File: config.mk
export PLATFORM = sky130hd
export DESIGN_NAME = chip8_scanout
export DESIGN_NICKNAME = d
export VERILOG_FILES = /design/src/rtl/chip8_pkg.sv /design/src/rtl/chip8_scanout_if.sv /design/src/rtl/chip8_pix_fifo.sv /design/src/rtl/chip8_scanout.sv
export SDC_FILE = /design/constraint.sdc
export NUM_CORES = 1
export LEC_CHECK = 0
export CAP_MARGIN = 0
export CELL_PAD_IN_SITES_DETAIL_PLACEMENT = 2
export CELL_PAD_IN_SITES_GLOBAL_PLACEMENT = 2
export CORE_MARGIN = 2
export CORE_UTILIZATION = 31
export CTS_BUF_LIST = sky130_fd_sc_hd__clkbuf_8
export CTS_CLUSTER_SIZE = 12
export DETAILED_ROUTE_END_ITERATION = 10
export GPL_TIMING_DRIVEN = 1
export PLACE_DENSITY = 0.94
export SYNTH_ARGS = -nofsm -noshare
export SYNTH_HDL_FRONTEND = slang
export SYNTH_SLANG_ARGS = --single-unit
File: constraint.sdc
create_clock -name clk_in -period 5.35 [get_ports clk_in]
set_input_delay 1.07 -clock clk_in [delete_from_list [all_inputs] [get_ports clk_in]]
set_output_delay 1.07 -clock clk_in [all_outputs]
set_load 0.1 [all_outputs]
File: src/rtl/chip8_pkg.sv
// Shared types and constants for the CHIP-8 display path.
package chip8_pkg;

    localparam int FB_WIDTH_DEF  = 64;
    localparam int FB_HEIGHT_DEF = 32;
    localparam int VRAM_ADDR_W   = 11;
    localparam int PIXEL_W       = 32;
    localparam int X_W           = 6;
    localparam int Y_W           = 5;

    typedef enum logic [1:0] {
        ST_IDLE  = 2'd0,
        ST_SCAN  = 2'd1,
        ST_DRAIN = 2'd2
    } scan_state_t;

    typedef struct packed {
        logic [PIXEL_W-1:0] data;
        logic [X_W-1:0]     x;
        logic [Y_W-1:0]     y;
        logic               sof;
        logic               eol;
    } pix_beat_t;

endpackage

File: src/rtl/chip8_scanout_if.sv
// Pixel stream handshake: valid/ready plus one pixel beat.
interface chip8_scanout_if;
    import chip8_pkg::*;

    logic      valid;
    logic      ready;
    pix_beat_t beat;

    modport master (output valid, output beat, input ready);
    modport slave  (input valid, input beat, output ready);

endinterface

File: src/rtl/chip8_pix_fifo.sv
// Two-entry pixel FIFO; the head register drives the stream directly so
// outputs are registered and hold stable while the sink stalls.
module chip8_pix_fifo
    import chip8_pkg::*;
(
    input  logic                   i_clk,
    input  logic                   i_rst_n,
    input  logic                   i_push,
    input  pix_beat_t              i_beat,
    output logic                   o_full,
    output logic                   o_empty,
    output logic [1:0]             o_count,
    chip8_scanout_if.master        o_pix
);

    pix_beat_t r_head;
    pix_beat_t r_tail;
    logic      r_head_vld;
    logic      r_tail_vld;
    logic      w_pop;

    assign w_pop = r_head_vld && o_pix.ready;

    always_ff @(posedge i_clk or negedge i_rst_n) begin
        if (!i_rst_n) begin
            r_head     <= '0;
            r_tail     <= '0;
            r_head_vld <= 1'b0;
            r_tail_vld <= 1'b0;
        end else if (w_pop) begin
            if (r_tail_vld) begin
                r_head     <= r_tail;
                r_tail_vld <= i_push;
                if (i_push) r_tail <= i_beat;
            end else if (i_push) begin
                r_head <= i_beat;
            end else begin
                r_head_vld <= 1'b0;
            end
        end else if (i_push) begin
            if (!r_head_vld) begin
                r_head     <= i_beat;
                r_head_vld <= 1'b1;
            end else begin
                r_tail     <= i_beat;
                r_tail_vld <= 1'b1;
            end
        end
    end

    assign o_pix.valid = r_head_vld;
    assign o_pix.beat  = r_head;
    assign o_full      = r_tail_vld;
    assign o_empty     = !r_head_vld;
    assign o_count     = {1'b0, r_head_vld} + {1'b0, r_tail_vld};

endmodule

File: src/rtl/chip8_scanout.sv
// Frame scanner: walks VRAM in raster order and streams colour-mapped pixels
// with sof/eol markers, never holding more than two pixels in the pipeline.
module chip8_scanout
    import chip8_pkg::*;
#(
    parameter int                 FB_WIDTH  = FB_WIDTH_DEF,
    parameter int                 FB_HEIGHT = FB_HEIGHT_DEF,
    parameter logic [PIXEL_W-1:0] ON_COLOR  = 32'hFFFF_FFFF,
    parameter logic [PIXEL_W-1:0] OFF_COLOR = 32'h0000_0000
) (
    input  logic                   clk_in,
    input  logic                   rst_n_in,
    input  logic                   frame_req_in,
    output logic                   busy_out,
    output logic                   frame_done_out,
    output logic [7:0]             overrun_count_out,
    output logic                   vram_rd_en_out,
    output logic [VRAM_ADDR_W-1:0] vram_rd_addr_out,
    input  logic [PIXEL_W-1:0]     vram_rd_data_in,
    output logic                   pix_valid_out,
    input  logic                   pix_ready_in,
    output logic [PIXEL_W-1:0]     pix_data_out,
    output logic                   pix_sof_out,
    output logic                   pix_eol_out,
    output logic [X_W-1:0]         pix_x_out,
    output logic [Y_W-1:0]         pix_y_out
);

    localparam logic [VRAM_ADDR_W-1:0] LAST_ADDR = VRAM_ADDR_W'(FB_WIDTH*FB_HEIGHT-1);
    localparam logic [X_W-1:0]         LAST_X    = X_W'(FB_WIDTH-1);
    localparam logic [Y_W-1:0]         LAST_Y    = Y_W'(FB_HEIGHT-1);

    scan_state_t            r_state;
    logic [VRAM_ADDR_W-1:0] r_rd_addr;
    logic                   r_pend;
    logic [X_W-1:0]         r_x;
    logic [Y_W-1:0]         r_y;
    logic                   r_done;
    logic [7:0]             r_ovr;

    logic       w_pop, w_rd_en, w_start, w_drop, w_done;
    logic       w_full, w_empty;
    logic [1:0] w_count;
    logic [2:0] w_used;
    pix_beat_t  w_beat;

    chip8_scanout_if w_pix_if ();

    chip8_pix_fifo u_fifo (
        .i_clk   (clk_in),
        .i_rst_n (rst_n_in),
        .i_push  (r_pend),
        .i_beat  (w_beat),
        .o_full  (w_full),
        .o_empty (w_empty),
        .o_count (w_count),
        .o_pix   (w_pix_if)
    );

    assign w_pix_if.ready = pix_ready_in;
    assign w_pop          = w_pix_if.valid && pix_ready_in;

    // A beat leaving this cycle frees its slot in time for a back-to-back read.
    assign w_used  = {1'b0, w_count} + {2'b0, r_pend} - {2'b0, w_pop};
    assign w_rd_en = (r_state == ST_SCAN) && (w_used < 3'd2);
    assign w_start = frame_req_in && (r_state == ST_IDLE) && !r_done;
    assign w_drop  = frame_req_in && !w_start;
    assign w_done  = (r_state == ST_DRAIN) && !r_pend && (w_empty || (w_pop && !w_full));

    assign w_beat.data = (|vram_rd_data_in) ? ON_COLOR : OFF_COLOR;
    assign w_beat.x    = r_x;
    assign w_beat.y    = r_y;
    assign w_beat.sof  = (r_x == '0) && (r_y == '0);
    assign w_beat.eol  = (r_x == LAST_X);

    always_ff @(posedge clk_in or negedge rst_n_in) begin
        if (!rst_n_in) begin
            r_state   <= ST_IDLE;
            r_rd_addr <= '0;
            r_pend    <= 1'b0;
            r_x       <= '0;
            r_y       <= '0;
            r_done    <= 1'b0;
            r_ovr     <= '0;
        end else begin
            r_done <= w_done;
            r_pend <= w_rd_en;
            if (w_drop && (r_ovr != 8'hFF)) r_ovr <= r_ovr + 8'd1;
            if (r_pend) begin
                if (r_x == LAST_X) begin
                    r_x <= '0;
                    r_y <= (r_y == LAST_Y) ? '0 : r_y + 1'b1;
                end else begin
                    r_x <= r_x + 1'b1;
                end
            end
            case (r_state)
                ST_IDLE: if (w_start) begin
                    r_state   <= ST_SCAN;
                    r_rd_addr <= '0;
                    r_x       <= '0;
                    r_y       <= '0;
                end
                ST_SCAN: if (w_rd_en) begin
                    if (r_rd_addr == LAST_ADDR) r_state <= ST_DRAIN;
                    else                        r_rd_addr <= r_rd_addr + 1'b1;
                end
                ST_DRAIN: if (w_done) r_state <= ST_IDLE;
                default: r_state <= ST_IDLE;
            endcase
        end
    end

    assign busy_out          = (r_state != ST_IDLE);
    assign frame_done_out    = r_done;
    assign overrun_count_out = r_ovr;
    assign vram_rd_en_out    = w_rd_en;
    assign vram_rd_addr_out  = r_rd_addr;
    assign pix_valid_out     = w_pix_if.valid;
    assign pix_data_out      = w_pix_if.beat.data;
    assign pix_sof_out       = w_pix_if.beat.sof;
    assign pix_eol_out       = w_pix_if.beat.eol;
    assign pix_x_out         = w_pix_if.beat.x;
    assign pix_y_out         = w_pix_if.beat.y;

endmodule

==> summary.md <==
| Metric | Value |
|---|---|
| Status | finished clean |
| Hold Buf Count CTS | 0 |
| CTS buffer count | 9 |
| Slew Limit Fails | 0 |
| Final Setup Violations | 0 |
| P&R area growth vs syn | 33.44% |
| Clock Latency Late Sink | 0.36 ns |
| Crit end category | output port |
| CP Launch Type | input pin |
| Ports | 104 |
| Final wirelength | 9.870 mm |
| Ys flop type | dfrtp_1 |
| Largest net degree at the start of global routing | 65 |
| Hold Path Cell Cnt | 2 |
| Data required, critical path | 4.28 ns |
| DRC | 0 |
| Quantity of gates resized following cts | 0 |
| FF+latch count, synth | 64 |
| Post-route ant nets | 0 |
| Initial core utilization | 0.3161 |
| Worst Hold End | u_fifo.r_tail[43] |
| Setup bufs post-CTS | 0 |
| Routability cong. | 0.8081 |
| Top routing layer used | met4 |
| Met3 wire length | 536 um |
| Hold Startpoint | u_fifo.r_tail[43] |
| Critical path peak fanout | 16 |
| R2r endpoint | vram_rd_addr_out[1] |
| Antenna diode count | 0 |
| Final design utilization | 0.4219 |
| Number of global-route vias before repair | 3190 |
| Die Footprint | 11860 sq um |
| Core outline area | 10790 sq um |
| Reg2Reg Depth | 9 |
| DR pass1 iterations | 4 |
| Share of cells above drive strength 1 | 0.08747 |
| Post-synth top area share | 0.4694 |
| CTS Buffer Depth | 2 |
| Async SR Flop Fraction | 1.000 |
| Sequential area share after synthesis | 0.4694 |
| Total grt overflow | 0 |
| Fillers | 1136 |
| Fmax | 0.2267 GHz |
| Tot GR Track Use | 0.1778 |
| Hold Fails Final Rpt | 0 |
| Wl on met1 | 4.063 mm |
| YS warnings | 0 |
| Post-layout min period | 4.412 ns |
| Synth top area cells | dfrtp_1 47%, buf_4 7.3%, nand2_1 4.2% |
| Worst Clk Skew | 0.006868 ns |
| Arrival @ worst endpoint | 3.34 ns |
| Setup TNS | 0 ns |
| Via density | 5.105 |
| Worst Hold Class | register to register |
| Met2 wire len | 5.148 mm |
| Wire length per cell | 17.53 um |
| Layout Nets | 464 |
| Via Count | 2874 |
| Syn Inst Count | 347 |
| Post-synth EDFFs | 0 |
| Period utilisation layout | 0.8246 |
| Row count | 38 |
| Synthesized Nets | 393 |
| Worst R2R Start | u_fifo.o_pix.valid |
| Slew @ Worst Pin | 1.168 ns |
| Port bufs | 103 |
| First-pass GRT wire length | 16.27 mm |
| Post-synth top area cell | dfrtp_1 |
| Yosys cell types | 44 |
| Max cap viols | 0 |
| Clk slew on worst S/H paths | 0.07 ns |
| Synthesized area | 3412 sq um |
| CP Class | input pin to output port |
| DP HPWL | 7.107 mm |
| Iter 0 DRT Violations | 78 |
| Worst R2R Setup Slack | 2.86 ns |
| H-tree Lvls | 3 |
| CTS root buf | clkbuf_8 |
| Relative slew slack | 0.2181 |
| Chip Width | 108.9 um |
| Die extent in y | 108.9 um |
| Avg Cell Area, Syn | 9.833 sq um |
| Sink Count | 64 |
| RSZ-0062 raised after global routing | no |
| Initial antenna violation count | 0 |
| CTS tree | built |
==> cell type report <==
class                      count  area [sq um]  area share
sequential                    64          1602      0.3517
multi-input combinational    227          1479      0.3248
timing repair buffer         106          1046      0.2297
tap                          140         175.2     0.03847
clock buffer                  10         137.6     0.03023
clock inverter                 6         76.32     0.01676
inverter                      10         37.54    0.008244
==> sequential cells by signal (all words and copies together), names as in the netlist <==
signal and flops:
u_fifo.o_pix.beat 14, u_fifo.r_tail 14, vram_rd_addr_out 11, overrun_count_out 8
r_x 6, r_y 5, r_state 2, frame_done_out 1
r_pend 1, u_fifo.o_full 1, u_fifo.o_pix.valid 1
==> cells in the mapped netlist (3+ instances only) <==
| master | count |
|---|---|
| a21oi_1 | 12 |
| a31oi_1 | 3 |
| and2_1 | 3 |
| and3_1 | 6 |
| buf_4 | 33 |
| clkbuf_1 | 11 |
| dfrtp_1 | 64 |
| ha_1 | 10 |
| inv_1 | 10 |
| mux2_2 | 10 |
| mux2i_1 | 14 |
| nand2_1 | 38 |
| nand2b_1 | 4 |
| nand3_1 | 8 |
| nand4_1 | 12 |
| nor2_1 | 19 |
| nor3_1 | 10 |
| nor4_1 | 10 |
| o21ai_0 | 28 |
| or4_1 | 3 |
| xnor2_1 | 4 |
| xor2_1 | 9 |
==> cell families after synthesis <==
| logic type | synth area share |
|---|---|
| flops | 0.4694 |
| fa+ha+maj | 0.03667 |
| compound gates | 0.09095 |
| xor+xnor | 0.03337 |
| buf+inv | 0.09865 |
| simple gates | 0.1903 |
| mux | 0.08067 |
==> placed cells by master, fill, tap and decap left out, drive strengths merged, types with 4 or more instances in the layout <==
cell,count
and3,6
buf,5
clkbuf,10
a21oi,13
nand4,13
mux2,10
o21ai,28
xnor2,4
dfrtp,64
nand3,8
clkdlybuf4s50,101
nand2b,4
nor4,10
nand2,38
nor3,10
ha,10
xor2,9
inv,13
nor2,19
mux2i,15
==> worst max-delay path by stage <==
stage / start / slack (ns) / cells past startpoint / to
final: pix_ready_in / 0.94 / 9 / vram_rd_en_out
after global routing: pix_ready_in / 0.81 / 9 / vram_rd_en_out
after detailed placement: pix_ready_in / 0.93 / 9 / vram_rd_en_out
after global placement: pix_ready_in / 1.01 / 9 / vram_rd_en_out
after CTS: pix_ready_in / 0.92 / 9 / vram_rd_en_out
after floorplan: pix_ready_in / 1.61 / 7 / vram_rd_en_out
==> stage by stage <==
step / std cells / hold slack (ns) / area [sq um] / worst slack [ns]
2_1_floorplan: 347 / 0.4497 / 3412 / 1.610
3_3_place_gp: 547 / 0.4611 / 4339 / 1.014
3_5_place_dp: 547 / 0.4770 / 4339 / 0.9266
4_1_cts: 563 / 0.4943 / 4553 / 0.9196
5_1_grt: 563 / 0.5225 / 4553 / 0.8086
6_report: 563 / 0.4876 / 4553 / 0.9381
==> routing by layer <==
| metal | track usage | vias up |
|---|---|---|
| li1 | - | 1330 |
| met1 | 0.2064 | 1441 |
| met2 | 0.3239 | 89 |
| met3 | 0.03168 | 14 |
| met4 | 0.06685 | 0 |
| met5 | 0 | - |
==> critical path, cell delays in order <==
cell and delay [ns]:
clkdlybuf4s50_1 0.45, and2_1 0.19, ha_1 0.28, inv_1 0.05, ha_1 0.27, a21oi_2 0.23
mux2i_4 0.25, buf_4 0.23, buf_4 0.32
Power is not shown: default switching activity piles up to over one toggle a cycle in this logic, so the estimate is an artifact.
